===== src/rtl/uart_rx_fifo_if.sv =====
// Receive-side handshake bundle for uart_rx_fifo: head frame, its error
// flags and the valid/ready pair. The receiver is the master.
interface uart_rx_fifo_if #(
    parameter int MAX_WIDTH = 8
);
    logic                 DATA_VALID_RX;
    logic                 DATA_READY_RX;
    logic [MAX_WIDTH-1:0] P_DATA_RX;
    logic                 par_err;
    logic                 stp_err;

    modport master (
        output DATA_VALID_RX,
        output P_DATA_RX,
        output par_err,
        output stp_err,
        input  DATA_READY_RX
    );

    modport slave (
        input  DATA_VALID_RX,
        input  P_DATA_RX,
        input  par_err,
        input  stp_err,
        output DATA_READY_RX
    );
endinterface


===== src/rtl/uart_rx_fifo.sv =====
// uart_rx_fifo: oversampling UART receiver with 3-sample majority vote,
// runtime frame format and a frame FIFO with overrun reporting.
// Optional break detection is enabled by defining UART_RX_BREAK_DET_EN.
module uart_rx_fifo #(
    parameter int MAX_WIDTH  = 8,
    parameter int FIFO_DEPTH = 4,
    parameter int PRESCALE_W = 6
) (
    input  logic                  CLK_RX,
    input  logic                  RST_RX,
    input  logic                  RX_IN,
    input  logic [PRESCALE_W-1:0] PRESCALE,
    input  logic [3:0]            DATA_LEN,
    input  logic                  PAR_EN,
    input  logic                  PAR_TYP,
    input  logic                  STP_2,
    uart_rx_fifo_if.master        rx_bus,
    output logic                  ovr_err,
    output logic                  brk_det
);
    localparam int AW = $clog2(FIFO_DEPTH);
    localparam int EW = MAX_WIDTH + 2;

    typedef enum logic [2:0] {IDLE, START, DATA, PARITY, STOP1, STOP2} state_t;

    state_t                state;
    logic                  rx_meta, rx_s;
    logic [PRESCALE_W-1:0] edge_cnt, presc_l;
    logic [3:0]            bit_cnt, len_l, len_clamped;
    logic                  par_en_l, par_typ_l, stp2_l;
    logic [2:0]            smp;
    logic [MAX_WIDTH-1:0]  data_sr;
    logic                  par_err_r, stp_err_r;
    logic                  maj, at_dec, at_end;
    logic [PRESCALE_W-1:0] half_p;
    logic                  push_req, push_stp, push_ok, pop, full, empty;
    logic [AW:0]           wr_ptr, rd_ptr;
    logic [EW-1:0]         mem [FIFO_DEPTH];
    logic [EW-1:0]         head;

    assign half_p      = {1'b0, presc_l[PRESCALE_W-1:1]};
    assign at_dec      = (edge_cnt == half_p + PRESCALE_W'(2));
    assign at_end      = (edge_cnt == presc_l - PRESCALE_W'(1));
    assign maj         = (smp[0] & smp[1]) | (smp[0] & smp[2]) | (smp[1] & smp[2]);
    assign len_clamped = (DATA_LEN < 4'd5 || DATA_LEN > 4'(MAX_WIDTH)) ? 4'(MAX_WIDTH) : DATA_LEN;

`ifdef UART_RX_BREAK_DET_EN
    logic brk_hit, brk_wait, par_bit;
    assign brk_hit = (state == STOP1) && at_dec && !maj && (data_sr == '0) && (!par_en_l || !par_bit);
`endif

    // Two-flop synchroniser for the asynchronous serial line, idling high
    always_ff @(posedge CLK_RX) begin
        if (RST_RX) begin
            rx_meta <= 1'b1;
            rx_s    <= 1'b1;
        end else begin
            rx_meta <= RX_IN;
            rx_s    <= rx_meta;
        end
    end

    // A frame is pushed at the decision point of its final stop bit
    always_comb begin
        push_req = 1'b0;
        push_stp = stp_err_r;
        if (at_dec && state == STOP1 && !stp2_l) begin
            push_req = 1'b1;
            push_stp = ~maj;
        end else if (at_dec && state == STOP2) begin
            push_req = 1'b1;
            push_stp = stp_err_r | ~maj;
        end
`ifdef UART_RX_BREAK_DET_EN
        if (brk_hit) push_req = 1'b0;
`endif
    end

    // Receiver FSM: bit timing, majority sampling, data assembly and error flags
    always_ff @(posedge CLK_RX) begin
        if (RST_RX) begin
            state     <= IDLE;
            edge_cnt  <= '0;
            bit_cnt   <= '0;
            presc_l   <= '0;
            len_l     <= 4'(MAX_WIDTH);
            par_en_l  <= 1'b0;
            par_typ_l <= 1'b0;
            stp2_l    <= 1'b0;
            smp       <= 3'b111;
            data_sr   <= '0;
            par_err_r <= 1'b0;
            stp_err_r <= 1'b0;
`ifdef UART_RX_BREAK_DET_EN
            brk_wait  <= 1'b0;
            par_bit   <= 1'b0;
            brk_det   <= 1'b0;
`endif
        end else begin
`ifdef UART_RX_BREAK_DET_EN
            brk_det <= brk_hit;
`endif
            if (state != IDLE) begin
                edge_cnt <= at_end ? '0 : edge_cnt + PRESCALE_W'(1);
                if (edge_cnt == half_p - PRESCALE_W'(1)) smp[0] <= rx_s;
                if (edge_cnt == half_p)                  smp[1] <= rx_s;
                if (edge_cnt == half_p + PRESCALE_W'(1)) smp[2] <= rx_s;
            end
            case (state)
                IDLE: begin
                    presc_l   <= PRESCALE;
                    len_l     <= len_clamped;
                    par_en_l  <= PAR_EN;
                    par_typ_l <= PAR_TYP;
                    stp2_l    <= STP_2;
                    bit_cnt   <= '0;
                    data_sr   <= '0;
                    par_err_r <= 1'b0;
                    stp_err_r <= 1'b0;
                    edge_cnt  <= '0;
`ifdef UART_RX_BREAK_DET_EN
                    par_bit   <= 1'b0;
                    if (brk_wait) begin
                        if (rx_s && edge_cnt == presc_l - PRESCALE_W'(1)) begin
                            brk_wait <= 1'b0;
                        end else if (rx_s) begin
                            edge_cnt <= edge_cnt + PRESCALE_W'(1);
                        end
                    end else if (!rx_s) begin
                        state <= START;
                    end
`else
                    if (!rx_s) state <= START;
`endif
                end
                START: begin
                    if (at_dec && maj) begin
                        state    <= IDLE;
                        edge_cnt <= '0;
                    end else if (at_end) begin
                        state   <= DATA;
                        bit_cnt <= '0;
                    end
                end
                DATA: begin
                    if (at_dec) data_sr <= data_sr | (MAX_WIDTH'(maj) << bit_cnt);
                    if (at_end) begin
                        bit_cnt <= bit_cnt + 4'd1;
                        if (bit_cnt == len_l - 4'd1) begin
                            bit_cnt <= '0;
                            state   <= par_en_l ? PARITY : STOP1;
                        end
                    end
                end
                PARITY: begin
                    if (at_dec) begin
                        par_err_r <= ((^data_sr) ^ maj) != par_typ_l;
`ifdef UART_RX_BREAK_DET_EN
                        par_bit   <= maj;
`endif
                    end
                    if (at_end) state <= STOP1;
                end
                STOP1: begin
                    if (at_dec) begin
                        stp_err_r <= ~maj;
`ifdef UART_RX_BREAK_DET_EN
                        if (brk_hit) begin
                            state    <= IDLE;
                            edge_cnt <= '0;
                            brk_wait <= 1'b1;
                        end else
`endif
                        if (!stp2_l) begin
                            state    <= IDLE;
                            edge_cnt <= '0;
                        end
                    end else if (at_end) begin
                        state <= STOP2;
                    end
                end
                STOP2: begin
                    if (at_dec) begin
                        state    <= IDLE;
                        edge_cnt <= '0;
                    end
                end
                default: state <= IDLE;
            endcase
        end
    end

`ifndef UART_RX_BREAK_DET_EN
    assign brk_det = 1'b0;
`endif

    assign empty   = (wr_ptr == rd_ptr);
    assign full    = (wr_ptr[AW] != rd_ptr[AW]) && (wr_ptr[AW-1:0] == rd_ptr[AW-1:0]);
    assign pop     = !empty && rx_bus.DATA_READY_RX;
    assign push_ok = push_req && (!full || pop);

    // Frame storage; contents are only visible through the valid-gated head
    always_ff @(posedge CLK_RX) begin
        if (!RST_RX && push_ok) mem[wr_ptr[AW-1:0]] <= {data_sr, par_err_r, push_stp};
    end

    // FIFO pointers and the one-cycle overrun pulse for dropped frames
    always_ff @(posedge CLK_RX) begin
        if (RST_RX) begin
            wr_ptr  <= '0;
            rd_ptr  <= '0;
            ovr_err <= 1'b0;
        end else begin
            if (push_ok) wr_ptr <= wr_ptr + 1'b1;
            if (pop)     rd_ptr <= rd_ptr + 1'b1;
            ovr_err <= push_req && full && !pop;
        end
    end

    assign head                 = mem[rd_ptr[AW-1:0]];
    assign rx_bus.DATA_VALID_RX = !empty;
    assign rx_bus.P_DATA_RX     = empty ? '0 : head[EW-1:2];
    assign rx_bus.par_err       = !empty && head[1];
    assign rx_bus.stp_err       = !empty && head[0];
endmodule


===== src/flat_wrapper.sv =====
// flat-port wrapper written by rule: the top's interface ports become plain ports
module uart_rx_fifo_flat 
#(
    parameter int MAX_WIDTH  = 8,
    parameter int FIFO_DEPTH = 4,
    parameter int PRESCALE_W = 6
)
  (CLK_RX, RST_RX, RX_IN, PRESCALE, DATA_LEN, PAR_EN, PAR_TYP, STP_2, ovr_err, brk_det, rx_bus_DATA_VALID_RX, rx_bus_P_DATA_RX, rx_bus_par_err, rx_bus_stp_err, rx_bus_DATA_READY_RX);
  uart_rx_fifo_if #(.MAX_WIDTH(MAX_WIDTH)) rx_bus_i ();
  input  logic CLK_RX;
  input  logic RST_RX;
  input  logic RX_IN;
  input  logic [PRESCALE_W-1:0] PRESCALE;
  input  logic [3:0] DATA_LEN;
  input  logic PAR_EN;
  input  logic PAR_TYP;
  input  logic STP_2;
  output logic ovr_err;
  output logic brk_det;
  output wire logic [$bits(rx_bus_i.DATA_VALID_RX)-1:0] rx_bus_DATA_VALID_RX;
  output wire logic [$bits(rx_bus_i.P_DATA_RX)-1:0] rx_bus_P_DATA_RX;
  output wire logic [$bits(rx_bus_i.par_err)-1:0] rx_bus_par_err;
  output wire logic [$bits(rx_bus_i.stp_err)-1:0] rx_bus_stp_err;
  input wire logic [$bits(rx_bus_i.DATA_READY_RX)-1:0] rx_bus_DATA_READY_RX;
  assign rx_bus_DATA_VALID_RX = rx_bus_i.DATA_VALID_RX;
  assign rx_bus_P_DATA_RX = rx_bus_i.P_DATA_RX;
  assign rx_bus_par_err = rx_bus_i.par_err;
  assign rx_bus_stp_err = rx_bus_i.stp_err;
  assign rx_bus_i.DATA_READY_RX = rx_bus_DATA_READY_RX;
  uart_rx_fifo #(.MAX_WIDTH(MAX_WIDTH), .FIFO_DEPTH(FIFO_DEPTH), .PRESCALE_W(PRESCALE_W)) u_core (.CLK_RX(CLK_RX), .RST_RX(RST_RX), .RX_IN(RX_IN), .PRESCALE(PRESCALE), .DATA_LEN(DATA_LEN), .PAR_EN(PAR_EN), .PAR_TYP(PAR_TYP), .STP_2(STP_2), .rx_bus(rx_bus_i), .ovr_err(ovr_err), .brk_det(brk_det));
endmodule

===== config.mk =====
export PLATFORM = sky130hd
export DESIGN_NAME = uart_rx_fifo_flat
export DESIGN_NICKNAME = d
export VERILOG_FILES = /design/src/rtl/uart_rx_fifo_if.sv /design/src/rtl/uart_rx_fifo.sv /design/src/flat_wrapper.sv
export SDC_FILE = /design/constraint.sdc
export NUM_CORES = 1
export LEC_CHECK = 0
export BUFFER_PORTS_ARGS = -buffer_cell sky130_fd_sc_hd__buf_2
export CAP_MARGIN = 40
export CORE_ASPECT_RATIO = 1.4
export CORE_UTILIZATION = 53
export DETAILED_ROUTE_END_ITERATION = 8
export GPL_ROUTABILITY_DRIVEN = 0
export PLACE_DENSITY = 0.84
export SLEW_MARGIN = 20
export SYNTH_ARGS = -nofsm -noshare
export SYNTH_HDL_FRONTEND = slang
export SYNTH_SLANG_ARGS = --single-unit

===== constraint.sdc =====
create_clock -name CLK_RX -period 2.6 [get_ports CLK_RX]
set_input_delay 0.13 -clock CLK_RX [delete_from_list [all_inputs] [get_ports CLK_RX]]
set_output_delay 0.13 -clock CLK_RX [all_outputs]
set_load 0.005 [all_outputs]

## Word-level counts from Yosys, hierarchy flattened

Memories as Yosys holds them, arrays and structs flattened. A register that Yosys moved wholly into a read port is not among the register bits.
Index checks and enable logic that the tools add are counted.

- $add $sub $neg: 9
- Order comparisons: 2
- Equality and inequality tests: 28
- Shift operators: 1
- Multiplexer cells: 40
- Bitwise logic cells: 9
- Reductions and logical operators: 34

Operators with widths:

| operator | count |
|---|---|
| $mux 6 | 6 |
| $mux 3 | 11 |
| $eq 6x6->1 | 4 |
| $pmux 6 s4 | 1 |
| $mux 4 | 5 |
| $pmux 3 s6 | 1 |
| $mux 8 | 2 |
| $ne 2x1->1 const B | 8 |
| $pmux 8 s2 | 1 |
| $logic_and 1x1->1 | 12 |
| $pmux 4 s3 | 1 |
| $reduce_and 2->1 | 6 |
| $mux 1 | 8 |
| $or 8x8->8 | 1 |
| $reduce_and 8->1 | 1 |
| $reduce_xor 8->1 | 1 |
| $shl 1x4->8 | 1 |
| $add 3x1->3 const B | 2 |
| $add 5x1->6 const B | 1 |
| $add 5x2->6 const B | 1 |
| $add 6x1->6 const B | 1 |
| $eq 3x2->1 const B | 2 |
| $eq 3x3->1 const B | 2 |
| $eq 6x5->1 | 1 |
| 26 further kinds | 43 |

- Bits in registers: 48
- Memory bits (writable): 40
- Bits of input ports: 17
- Output and inout port bits: 13
- Word-level logic and storage cells: 143
- Memories kept: 1

Memories:

| name | words | bits a word | rd ports | clocked after Yosys merged registers in | write ports | RTL line | RTL |
|---|---|---|---|---|---|---|---|
| u_core.mem | 4 | 10 | 1 | 1 | 1 | uart_rx_fifo.sv:38 | `logic [EW-1:0] mem [FIFO_DEPTH];` |

## Depth between registers and ports, before layout

Gate-level depths: netlist (run 1).

- Depth after elaboration: 9
- Mapped depth: 11
- Gate-level depth less buffers: 9

## Least setup slack after synthesis (run 1)

No wires, ideal clock.

- Kind: register -> register
- From: register u_core.presc_l[2]
- To: memory u_core.mem[3][0] (netlist bit), enable pin
- Library setup time: 376 ps
- Arrival time: 2184 ps
- Data required time: 2224 ps
- Path slack: 40 ps
- Cell stages (with the launch flop): 8
- Path buffers: 0
- Period minus slack after synthesis: 2560 ps
- Cell sequence: dfxtp_1 -> ha_1 -> or3b_1 -> a21oi_2 -> o211ai_2 -> nor3_2 -> nand4bb_1 -> nor2_1

- Longest elaborated chain between the ends: 9
- Elaborated cells on any way between the ends: 11
- Classes of those cells: 1 x add/sub; 1 x eq/ne; 4 x mux; 5 x reduce/logical

RTL lines:

| element | RTL line | RTL |
|---|---|---|
| start, declared | uart_rx_fifo.sv:28 | `logic [PRESCALE_W-1:0] edge_cnt, presc_l;` |
| start signal, assigned | uart_rx_fifo.sv:85 | `presc_l <= '0;` |
| start signal, assigned | uart_rx_fifo.sv:111 | `presc_l <= PRESCALE;` |
| $add 5x2->6 (*) | uart_rx_fifo.sv:42 | `assign at_dec = (edge_cnt == half_p + PRESCALE_W'(2));` |
| $eq 6x6->1 (*) | uart_rx_fifo.sv:42 |  |
| $logic_and 1x1->1 (on tied branches) | uart_rx_fifo.sv:70, uart_rx_fifo.sv:67 |  |
| $mux 1 or $logic_and 1x1->1 (tied branches) | uart_rx_fifo.sv:70, uart_rx_fifo.sv:67 |  |
| $mux 1 (*) | uart_rx_fifo.sv:67 | `if (at_dec && state == STOP1 && !stp2_l) begin` |
| $logic_and 1x1->1 (*) | uart_rx_fifo.sv:200 | `assign push_ok = push_req && (!full \|\| pop);` |
| $logic_and 1x1->1 (*) | uart_rx_fifo.sv:204 | `if (!RST_RX && push_ok) mem[wr_ptr[AW-1:0]] <= {data_sr, par_err_r, push_stp};` |
| $mux 1 (*) | uart_rx_fifo.sv:204 |  |
| $mux 1 (implied by the code) (*) | uart_rx_fifo.sv:204 |  |
| end, declared | uart_rx_fifo.sv:38 |  |

Mark *: on every way between the ends. The rest lies on a longest branch, timed or not.

## Final worst setup path (run 1)

- From: register u_core.presc_l[3]
- To: register u_core.state[2]

- Longest elaborated chain between the ends: 5
- Elaborated cells on any way between the ends: 15
- Classes of those cells: 2 x add/sub; 8 x eq/ne; 3 x mux; 2 x reduce/logical

RTL lines:

| element | RTL line | RTL |
|---|---|---|
| $add 5x2->6 | uart_rx_fifo.sv:42 |  |
| $eq 6x6->1 | uart_rx_fifo.sv:42 |  |
| $logic_and 1x1->1 | uart_rx_fifo.sv:137 | `if (at_dec && maj) begin` |
| $ne 3x1->1 (no line) or $mux 3 (tied branches) | -- |  |
| $reduce_and 8->1 (no line) or $pmux 3 s6 (tied branches) | -- |  |
| end signal, assigned | uart_rx_fifo.sv:151 | `state <= par_en_l ? PARITY : STOP1;` |
| end, declared | uart_rx_fifo.sv:26 | `state_t state;` |

Parallel ways exist; a longest one is shown, timed or not.
A chain may end at the register's enable or synchronous reset.

==> results of run 1 <==
==> state kept, by name, indices dropped and copies added, names as in the netlist, named ones only <==
| signal | count |
|---|---|
| u_core.stp2_l | 1 |
| u_core.len_l | 4 |
| u_core.rd_ptr | 3 |
| u_core.rx_meta | 1 |
| u_core.smp | 3 |
| u_core.par_en_l | 1 |
| u_core.ovr_err | 1 |
| u_core.mem | 40 |
| u_core.presc_l | 6 |
| u_core.stp_err_r | 1 |
| u_core.wr_ptr | 3 |
| u_core.data_sr | 8 |
| u_core.edge_cnt | 6 |
| u_core.par_err_r | 1 |
| u_core.par_typ_l | 1 |
| u_core.bit_cnt | 4 |
| u_core.rx_s | 1 |
| u_core.state | 3 |
==> per-stage QoR <==
stage | hold slack (ps) | utilization
after floorplan | 234 | -
after global placement | 316 | 0.589
after detailed placement | 318 | 0.589
after CTS | 15.0 | 0.622
after global routing | 34.3 | 0.626
final | 23.7 | 0.626
==> cell usage after synthesis (5+ instances only) <==
master and count:
nor2_1 30, nand2b_1 5, edfxtp_1 40, inv_1 13, mux2i_1 7, a21oi_1 24
mux4_2 10, dfxtp_1 50, nand2_1 52, ha_1 15, nand4_1 6, nor2b_1 12
clkbuf_1 16, nor3_1 9, xnor2_1 28, o211ai_1 6, o21a_1 9, xor2_1 19
nand3_1 10, o21ai_0 11
==> repair_timing <==
| item | in CTS | in global routing |
|---|---|---|
| gates resized for setup | 0 | 5 |
| hold buffers | 1 | 0 |
| endpoints found under the setup margin | 0 | 39 |
| endpoints found under the hold margin | 1 | 0 |
==> kinds of logic after synthesis <==
| family | Yosys count | share of synthesized area |
|---|---|---|
| AO/OA/AOI/OAI | 71 | 0.104 |
| XOR/XNOR | 48 | 0.0959 |
| adder cells (fa/ha/maj) | 15 | 0.0413 |
| buffers and inverters | 38 | 0.0369 |
| flip-flops | 90 | 0.485 |
| multiplexers | 17 | 0.0650 |
| other | 1 | 0.000826 |
| AND/OR/NAND/NOR | 155 | 0.172 |
==> power by group through the flow <==
stage | Clock, mW | Combinational (mW) | Sequential [mW]
after floorplan | 0 | 0.778 | 1.63
after global placement | 0 | 0.980 | 1.68
after detailed placement | 0 | 1.02 | 1.69
after CTS | 1.19 | 1.03 | 1.66
after global routing | 1.25 | 1.17 | 1.68
final | 1.17 | 1.06 | 1.66
==> per-layer routing <==
metal / track usage / wire [µm] / share of wire / vias to the layer above
li1: - / - / - / 1600
met1: 0.251 / 3580 / 0.39 / 1547
met2: 0.399 / 4860 / 0.53 / 98
met3: 0.0443 / 310 / 0.034 / 30
met4: 0.142 / 388 / 0.042 / 0
met5: 0 / 0 / 0 / -
==> worst reg2reg max path: stages, from the launching register on <==
cell and delay [ps]:
dfxtp_1 380, ha_1 230, or3b_1 380, a21oi_2 170
o211ai_2 180, nor3_2 280, o41ai_4 120, or4_1 550
a21oi_1 150
==> final timing paths <==
check,start,endpoint,slack [ps]
worst max-delay path,u_core.presc_l[3]$_SDFFE_PP0P_,u_core.state[2]$_SDFFE_PP0P_,90
worst max register to register,u_core.presc_l[3]$_SDFFE_PP0P_,u_core.state[2]$_SDFFE_PP0P_,90
worst min register to register,u_core.rx_meta$_SDFF_PP1_,u_core.rx_s$_SDFF_PP1_,410
worst min-delay path,PRESCALE[0],u_core.presc_l[0]$_SDFFE_PP0P_,20
==> cell type report <==
type                       instances  area share
multi-input combinational        307       0.428
sequential                        90       0.427
timing repair buffer              45      0.0597
clock buffer                       9      0.0436
tap                              102      0.0247
inverter                          13     0.00946
clock inverter                     7     0.00800
==> results.py, run 1 <==
metrics = {
    "detailed_routing": {
        "via_count": 3275,
        "drc": 0,
        "dr.pass1.iters": 5,
        "finalWirelength_um": 9130,
        "via_per_inst": 5.72,
        "drtIter0Drc": 156,
        "detail-route-antenna-nets": 0,
        "wl_per_cell_um": 15.9,
    },
    "synth": {
        "syn_inst": 435,
        "yosysUniqueCellTypes": 60,
        "ys_warn_count": 0,
        "synth_top_area_share": 0.264,
        "yosys.area.top_type": "edfxtp_1",
        "syn-num-nets": 467,
        "synth_top_cells_by_area": "edfxtp_1 26%, dfxtp_1 22%, xnor2_1 5.4%, mux4_2 5.0%, nand2_1 4.3%",
        "synth_area_per_cell_um2": 10.4,
        "async_flop_share": 0,
        "yosysSeqAreaShare": 0.485,
        "ys.flop_type": "dfxtp_1",
        "synth_area_mm2": 0.00454,
        "ys_seq_elements": 90,
        "synth_edf_count": 40,
    },
    "global_routing": {
        "grt_pass1_vias": 3392,
        "grt-ovfl-total": 0,
        "antenna_found_initial": 0,
        "grt_pass1_wl_um": 15600,
        "grt_max_degree": 36,
        "gr-usage-all-layers": 0.229,
    },
    "timing": {
        "relSlewSlack": 0.523,
        "slew_viol_final": 0,
        "fmax_mhz": 398,
        "rsz0062_at_grt": "true",
        "worst_slew_pin_slew_ps": 711,
        "setup_slack_ps": 85.2,
        "hold_violations": 0,
        "finalSetupTns_ps": 0,
        "fin_crit_ps": 2510,
        "finalCritPeriodShare": 0.967,
        "fin_worst_skew_ps": 6.87,
        "setup_viol": 0,
    },
    "cts": {
        "cts_tree": "yes",
        "cts_setup_buffers": 0,
        "clk_pin_slew_ps": 60,
        "numCtsBuffers": 9,
        "cts-root-buf": "clkbuf_16",
        "cts_buffer_depth": 2,
        "cts_sinks": 90,
        "clock_latency_ps": 340,
        "cts_max_level": 3,
    },
    "floorplan": {
        "core-area_mm2": 0.00825,
        "dieHeight_um": 112,
        "rows": 39,
        "fp.dieW_um": 80.2,
        "start_util": 0.551,
        "die-area_mm2": 0.00895,
        "ios": 30,
    },
    "job": {
        "maxCapViolations": 0,
    },
    "pwr": {
        "ir_drop_v": 0.000473,
        "swShare": 0.326,
        "seq_power_share": 0.428,
        "p_clk_frac": 0.301,
        "internal_power_mw": 2.62,
        "switchingPower_mw": 1.27,
        "powerDensity_mw_per_mm2": 754,
        "pwr-share-comb": 0.272,
        "total_power_mw": 3.89,
        "power_leakage_nw": 1.94,
    },
    "layout": {
        "multi_input_area_mm2": 0.00221,
        "finalInstanceArea_mm2": 0.00516,
        "seq_area_mm2": 0.00220,
        "fill_cells": 651,
        "final_common_cell": "nand2_1",
        "layout-drive-gt1-share": 0.176,
        "antennaDiodeCount": 0,
        "final_cell_mix": "52 x nand2_1, 50 x dfxtp_1, 40 x edfxtp_1",
        "final_cells": 573,
        "area_growth_pct": 13.6,
        "final_nets": 498,
    },
    "place": {
        "dpl-instance-area_mm2": 0.00485,
        "place_inst": 556,
        "port_buffers": 28,
        "pre_cts_ws_ps": 63.8,
        "place_hpwl_um": 6780,
    },
    "setup_path": {
        "critPathRequiredTime_ps": 2870,
        "ff2ff_path_depth": 8,
        "cp_top_family": "simple AND/OR/NAND/NOR gates",
        "crit_arrival_ps": 2780,
        "start_kind": "register",
        "slowest_delay_ps": 550,
        "path_depth": 8,
        "worstPathMaxFanout": 6,
        "end_kind": "register",
        "critPathBufInv": 0,
        "cp_cell_sequence": "ha_1, or3b_1, a21oi_2, o211ai_2, nor3_2, o41ai_4, or4_1, a21oi_1",
        "critPathSlowestCell": "or4_1",
        "path_class": "reg2reg",
    },
    "worst_hold_path": {
        "min_path_cells": 3,
        "hp-class": "in2reg",
    },
    "outcome": {
        "outcome": "finished clean",
    },
}
Note: power is estimated with default switching activity, not from simulation.
==> run 2, diff against run 1 <==
--- a/config.mk
+++ b/config.mk
@@ -5,13 +5,15 @@
 export SDC_FILE = /design/constraint.sdc
 export NUM_CORES = 1
 export LEC_CHECK = 0
+export ABC_AREA = 1
 export BUFFER_PORTS_ARGS = -buffer_cell sky130_fd_sc_hd__buf_2
 export CAP_MARGIN = 40
 export CORE_ASPECT_RATIO = 1.4
-export CORE_UTILIZATION = 53
+export CORE_MARGIN = 5
+export CORE_UTILIZATION = 35
 export DETAILED_ROUTE_END_ITERATION = 8
 export GPL_ROUTABILITY_DRIVEN = 0
-export PLACE_DENSITY = 0.84
+export PLACE_DENSITY = 0.63
 export SLEW_MARGIN = 20
 export SYNTH_ARGS = -nofsm -noshare
 export SYNTH_HDL_FRONTEND = slang
==> run 2 against run 1 <==
- largest power group is now combinational cells
- critical endpoint is now u_core.mem[0][9]$_DFFE_PP_
- sequential power increased by 10%
- setup slack better by 190 ps
- register-to-register slack gained 190 ps
==> results.py, run 2 <==
metrics = {
    "outcome": {
        "outcome": "finished clean",
    },
    "detailed_routing": {
        "wl_per_cell_um": 12.5,
        "dr.pass1.iters": 4,
        "detail-route-antenna-nets": 0,
        "drc": 0,
        "via_count": 3849,
        "via_per_inst": 4.75,
        "finalWirelength_um": 10100,
        "drtIter0Drc": 253,
    },
    "layout": {
        "final_cell_mix": "123 x nand2_1, 87 x nor2_1, 66 x inv_1",
        "final_common_cell": "nand2_1",
        "layout-drive-gt1-share": 0.127,
        "largest_reg_flops": 40,
        "area_growth_pct": 15.5,
        "antennaDiodeCount": 0,
        "final_nets": 656,
    },
    "place": {
        "port_buffers": 28,
        "place_hpwl_um": 7640,
    },
    "synth": {
        "async_flop_share": 0,
        "ys.flop_type": "dfxtp_1",
        "yosysUniqueCellTypes": 37,
        "synth_top_area_share": 0.257,
        "ys_warn_count": 0,
        "yosys.area.top_type": "edfxtp_1",
        "synth_area_per_cell_um2": 7.95,
        "synthTopCellsByCount": "123 x nand2_1, 87 x nor2_1, 66 x inv_1",
        "synth_edf_count": 40,
        "synth_area_mm2": 0.00467,
        "syn-num-nets": 619,
        "syn_inst": 587,
        "yosysSeqAreaShare": 0.472,
        "ys_seq_elements": 90,
        "synth_most_common_cell": "nand2_1",
        "synth_top_cells_by_area": "edfxtp_1 26%, dfxtp_1 21%, nand2_1 9.9%, nor2_1 7.0%, inv_1 5.3%",
    },
    "timing": {
        "fmax_mhz": 430,
        "slew_viol_final": 0,
        "finalCritPeriodShare": 0.894,
        "setup_viol": 0,
        "fin_worst_skew_ps": 7.70,
        "finalSetupTns_ps": 0,
        "worst_slew_pin_slew_ps": 691,
        "hold_violations": 0,
        "fin_crit_ps": 2320,
        "rsz0062_at_grt": "false",
        "relSlewSlack": 0.538,
    },
    "setup_path": {
        "crit_arrival_ps": 2380,
        "path_class": "reg2reg",
        "slowest_delay_ps": 340,
        "cpMostUsedCell": "nand2_1",
        "end_kind": "register",
        "critPathSlowestCell": "ha_1",
        "cp_cell_sequence": "inv_1, ha_1, inv_1, nand2_1, nand2_1, nand3_1, nor2_4, nand2_4, nor2_2, nand2_1, nand2_2, nand3_1, nor2_1, buf_6",
        "worstPathMaxFanout": 10,
        "start_kind": "register",
        "critPathRequiredTime_ps": 2660,
    },
    "global_routing": {
        "grt_pass1_wl_um": 17100,
        "grt_max_degree": 26,
        "grt_pass1_vias": 3828,
        "gr-usage-all-layers": 0.134,
        "antenna_found_initial": 0,
        "grt-ovfl-total": 0,
    },
    "floorplan": {
        "start_util": 0.352,
        "rows": 50,
        "fp.dieW_um": 108,
        "ios": 30,
        "dieHeight_um": 147,
        "core-area_mm2": 0.0133,
        "die-area_mm2": 0.0158,
    },
    "cts": {
        "cts_sinks": 90,
        "cts-root-buf": "clkbuf_16",
        "cts_tree": "yes",
        "numCtsBuffers": 9,
        "cts_buffer_depth": 2,
        "cts_max_level": 3,
        "clk_pin_slew_ps": 70,
        "cts_setup_buffers": 0,
        "clock_latency_ps": 350,
    },
    "pwr": {
        "powerDensity_mw_per_mm2": 979,
        "power_leakage_nw": 2.39,
        "total_power_mw": 5.28,
        "ir_drop_v": 0.000482,
    },
    "job": {
        "maxCapViolations": 0,
    },
    "worst_hold_path": {
        "hp-class": "in2reg",
    },
}
run 2: cell count changes in the layout (fill, tap and decap cells not counted), moves of 7 or more:
cell	before	now
inv_1	13	66
mux2i_1	7	0
mux4_2	10	0
nand2_1	52	123
nand3_1	10	38
nor2_1	29	87
nor2b_1	12	0
o21ai_0	11	31
o32ai_1	0	10
xnor2_1	28	11
run 2: layer usage:
layer / global-route usage / routed length [µm] / vias up
met4: 0.0758 / 363 / 0
met1: 0.145 / 4230 / 1763
met3: 0.0252 / 346 / 26
li1: - / - / 1994
met5: 0 / 0 / -
met2: 0.241 / 5190 / 66
run 2: layout make-up:
type                       count  area [µm²]
clock buffer                   9         225
inverter                      73         274
tap                          182         228
multi-input combinational    408        2120
timing repair buffer          42         258
sequential                    90        2200
clock inverter                 7        76.3
fill                        1384        7870
run 2: final timing paths:
path / from / endpoint / slack [ps] / cells after the start
worst max-delay path: u_core.presc_l[2]$_SDFFE_PP0P_ / u_core.mem[0][9]$_DFFE_PP_ / 280 / 14
worst max register to register: u_core.presc_l[2]$_SDFFE_PP0P_ / u_core.mem[0][9]$_DFFE_PP_ / 280 / 14
worst min-delay path: STP_2 / u_core.stp2_l$_SDFFE_PP0P_ / 6 / 3
worst min register to register: u_core.rx_meta$_SDFF_PP1_ / u_core.rx_s$_SDFF_PP1_ / 420 / 1
run 2: worst max-delay path, delay by kind of cell (launching register included):
kind	cells	cell delay, ps
buffers and inverters	3	350
DFF	1	330
and+or+nand+nor	10	1000
adders and majority gates	1	340
run 2: stage by stage:
step,utilization,instances,instance area [µm²],hold WS (ps),setup WS [ps]
2_1_floorplan,-,587,4670,234,85.1
3_3_place_gp,0.381,793,5060,321,264
3_5_place_dp,0.381,793,5060,324,218
4_1_cts,0.406,811,5380,0.120,199
5_1_grt,0.406,811,5390,25.0,2.02
6_report,0.406,811,5390,5.92,275
run 2: kinds of logic after synthesis:
logic type / count (synthesis) / synth area share
compound gates: 80 / 0.0997
xor+xnor: 26 / 0.0488
fa+ha+maj: 15 / 0.0402
buf+inv: 89 / 0.0729
flops: 90 / 0.472
other cells: 1 / 0.000804
simple gates: 286 / 0.266
run 2: what timing repair did:
action | in CTS | in global routing
hold buffers | 2 | 0
endpoints found under the hold margin | 2 | 0
endpoints found under the setup margin | 0 | 40
gates resized for setup | 0 | 3
run 2: report_power, final:
group / switching, mW / internal (mW) / total (mW) / leakage, nW
Sequential: 0.194 / 1.64 / 1.83 / 0.829
Combinational: 1.35 / 0.797 / 2.15 / 1.41
Clock: 0.608 / 0.687 / 1.30 / 0.149
==> run 3, diff against run 2 <==
--- a/config.mk
+++ b/config.mk
@@ -9,7 +9,6 @@
 export BUFFER_PORTS_ARGS = -buffer_cell sky130_fd_sc_hd__buf_2
 export CAP_MARGIN = 40
 export CORE_ASPECT_RATIO = 1.4
-export CORE_MARGIN = 5
 export CORE_UTILIZATION = 35
 export DETAILED_ROUTE_END_ITERATION = 8
 export GPL_ROUTABILITY_DRIVEN = 0
==> run 3 against run 2 <==
- power is 0.81% higher
- die area is 12% lower
- clock power hardly changed
- core utilization is 1.0 points higher
- sequential cell count stayed put
- global-route usage is 1.9 points higher
- register-to-register slack worse by 20 ps
- clock-buffer cell count stayed put
- fmax is 0.96% lower
- highest routed layer unchanged
==> results.py, run 3 (synthesized netlist as in run 2, its figures left out) <==
metrics = {
    "cts": {
        "cts_setup_buffers": 0,
        "clock_latency_ps": 350,
        "cts_tree": "yes",
        "cts_max_level": 3,
        "clk_pin_slew_ps": 70,
        "cts-root-buf": "clkbuf_16",
        "numCtsBuffers": 9,
        "cts_sinks": 90,
        "cts_buffer_depth": 2,
    },
    "global_routing": {
        "grt-busiest-layer": "met2",
        "grt-ovfl-total": 0,
        "grt_util_met1": 0.167,
        "grt_pass1_wl_um": 16800,
        "grt_max_degree": 22,
        "antenna_found_initial": 0,
        "grtUsageMet2": 0.276,
        "gr-usage-all-layers": 0.153,
        "grt_pass1_vias": 3734,
        "use_met3": 0.0282,
    },
    "timing": {
        "rsz0062_at_grt": "false",
        "relSlewSlack": 0.626,
        "finalSetupTns_ps": 0,
        "slew_viol_final": 0,
        "finalCritPeriodShare": 0.903,
        "worst_slew_pin_slew_ps": 560,
        "fin_worst_skew_ps": 9.17,
        "fin_crit_ps": 2350,
        "setup_viol": 0,
        "hold_violations": 0,
        "fmax_mhz": 426,
        "setup_slack_ps": 253,
    },
    "floorplan": {
        "rows": 49,
        "die-area_mm2": 0.0138,
        "core-area_mm2": 0.0129,
        "ios": 30,
        "dieHeight_um": 139,
        "start_util": 0.361,
        "fp.dieW_um": 99.6,
    },
    "detailed_routing": {
        "drc": 0,
        "wl_per_cell_um": 12.5,
        "dr.pass1.iters": 4,
        "finalWirelength_um": 10100,
        "via_per_inst": 4.78,
        "drtIter0Drc": 133,
        "via_count": 3865,
        "detail-route-antenna-nets": 0,
    },
    "pwr": {
        "seq_power_share": 0.345,
        "swShare": 0.411,
        "power_leakage_nw": 2.39,
        "p_clk_frac": 0.248,
        "total_power_mw": 5.32,
        "powerDensity_mw_per_mm2": 987,
        "switchingPower_mw": 2.18,
        "internal_power_mw": 3.14,
        "ir_drop_v": 0.000481,
        "pwr-share-comb": 0.407,
    },
    "setup_path": {
        "cp_cell_sequence": "inv_2, ha_1, inv_1, nand2_1, nand2_1, nand3_1, nor2_4, nand2_4, nor2_2, nand2_1, nand2_2, nand3_1, nor2_1, buf_4",
        "worstPathMaxFanout": 10,
        "start_kind": "register",
        "end_kind": "register",
        "slowest_delay_ps": 390,
        "critPathBufInv": 3,
        "critPathSlowestCell": "dfxtp_2",
        "crit_arrival_ps": 2400,
        "cp_top_family": "simple AND/OR/NAND/NOR gates",
        "cpMostUsedCell": "nand2_1",
        "critPathRequiredTime_ps": 2650,
        "path_class": "reg2reg",
    },
    "layout": {
        "antennaDiodeCount": 0,
        "final_common_cell": "nand2_1",
        "finalInstanceArea_mm2": 0.00539,
        "multi_input_area_mm2": 0.00212,
        "largest_reg_flops": 40,
        "final_nets": 658,
        "fill_cells": 1318,
        "area_growth_pct": 15.5,
        "seq_area_mm2": 0.00220,
        "final_cell_mix": "123 x nand2_1, 87 x nor2_1, 66 x inv_1",
        "layout-drive-gt1-share": 0.132,
    },
    "place": {
        "place_hpwl_um": 7670,
        "port_buffers": 28,
        "pre_cts_ws_ps": 216,
        "dpl-instance-area_mm2": 0.00508,
    },
    "worst_hold_path": {
        "hp-class": "in2reg",
    },
    "job": {
        "maxCapViolations": 0,
    },
    "outcome": {
        "outcome": "finished clean",
    },
}
[run 3: changes by cell type in the layout (fill, tap and decap cells not counted)]
| cell | previous run | this run |
|---|---|---|
| clkinv_4 | 2 | 1 |
| dlygate4sd3_1 | 2 | 1 |
| inv_6 | 1 | 2 |
| buf_4 | 10 | 15 |
| buf_6 | 2 | 0 |
[run 3: repair_timing]
action | in CTS | in global routing
hold buffers | 1 | 0
setup endpoints to repair | 0 | 25
gates resized for setup | 0 | 1
endpoints found under the hold margin | 1 | 0
[run 3: worst register-to-register path, stage by stage, from the launching register on]
cell and delay [ps]:
dfxtp_2 390, inv_2 80, ha_1 290, inv_1 60
nand2_1 40, nand2_1 60, nand3_1 110, nor2_4 160
nand2_4 100, nor2_2 110, nand2_1 80, nand2_2 110
nand3_1 130, nor2_1 130, buf_4 200
[run 3: cell type report]
class	count	share of cell area
Clock buffer	9	0.0418
Clock inverter	7	0.0142
Inverter	73	0.0508
Tap cell	178	0.0413
Sequential cell	90	0.409
Multi-Input combinational cell	408	0.394
Timing Repair Buffer	44	0.0488
[run 3: worst paths after layout]
kind                                                       end                            from  slack (ps)  cells past startpoint
worst min-delay path            u_core.presc_l[4]$_SDFFE_PP0P_                     PRESCALE[4]           8                      3
worst max register to register      u_core.mem[2][8]$_DFFE_PP_  u_core.presc_l[3]$_SDFFE_PP0P_         250                     14
worst max-delay path                u_core.mem[2][8]$_DFFE_PP_  u_core.presc_l[3]$_SDFFE_PP0P_         250                     14
worst min register to register          u_core.rx_s$_SDFF_PP1_       u_core.rx_meta$_SDFF_PP1_         420                      1
[run 3: power by group through the flow]
stage                     logic, mW  registers, mW  clock network, mW
final                          2.17           1.84               1.32
after global routing           2.47           1.86               1.40
after CTS                      2.18           1.83               1.35
after detailed placement       2.17           1.86                  0
after global placement         2.12           1.86                  0
after floorplan                1.65           1.79                  0
[run 3: metrics by stage]
step                      cells   util  hold WS [ps]
after global routing        809  0.417          20.7
after CTS                   809  0.416          3.19
after floorplan             587      -           234
after detailed placement    792  0.392           317
after global placement      792  0.392           316
final                       809  0.417          8.46
[run 3: per-layer routing]
metal	part of all wire	vias up
met5	0	-
met2	0.50	84
met4	0.034	0
li1	-	1996
met1	0.43	1760
met3	0.030	25
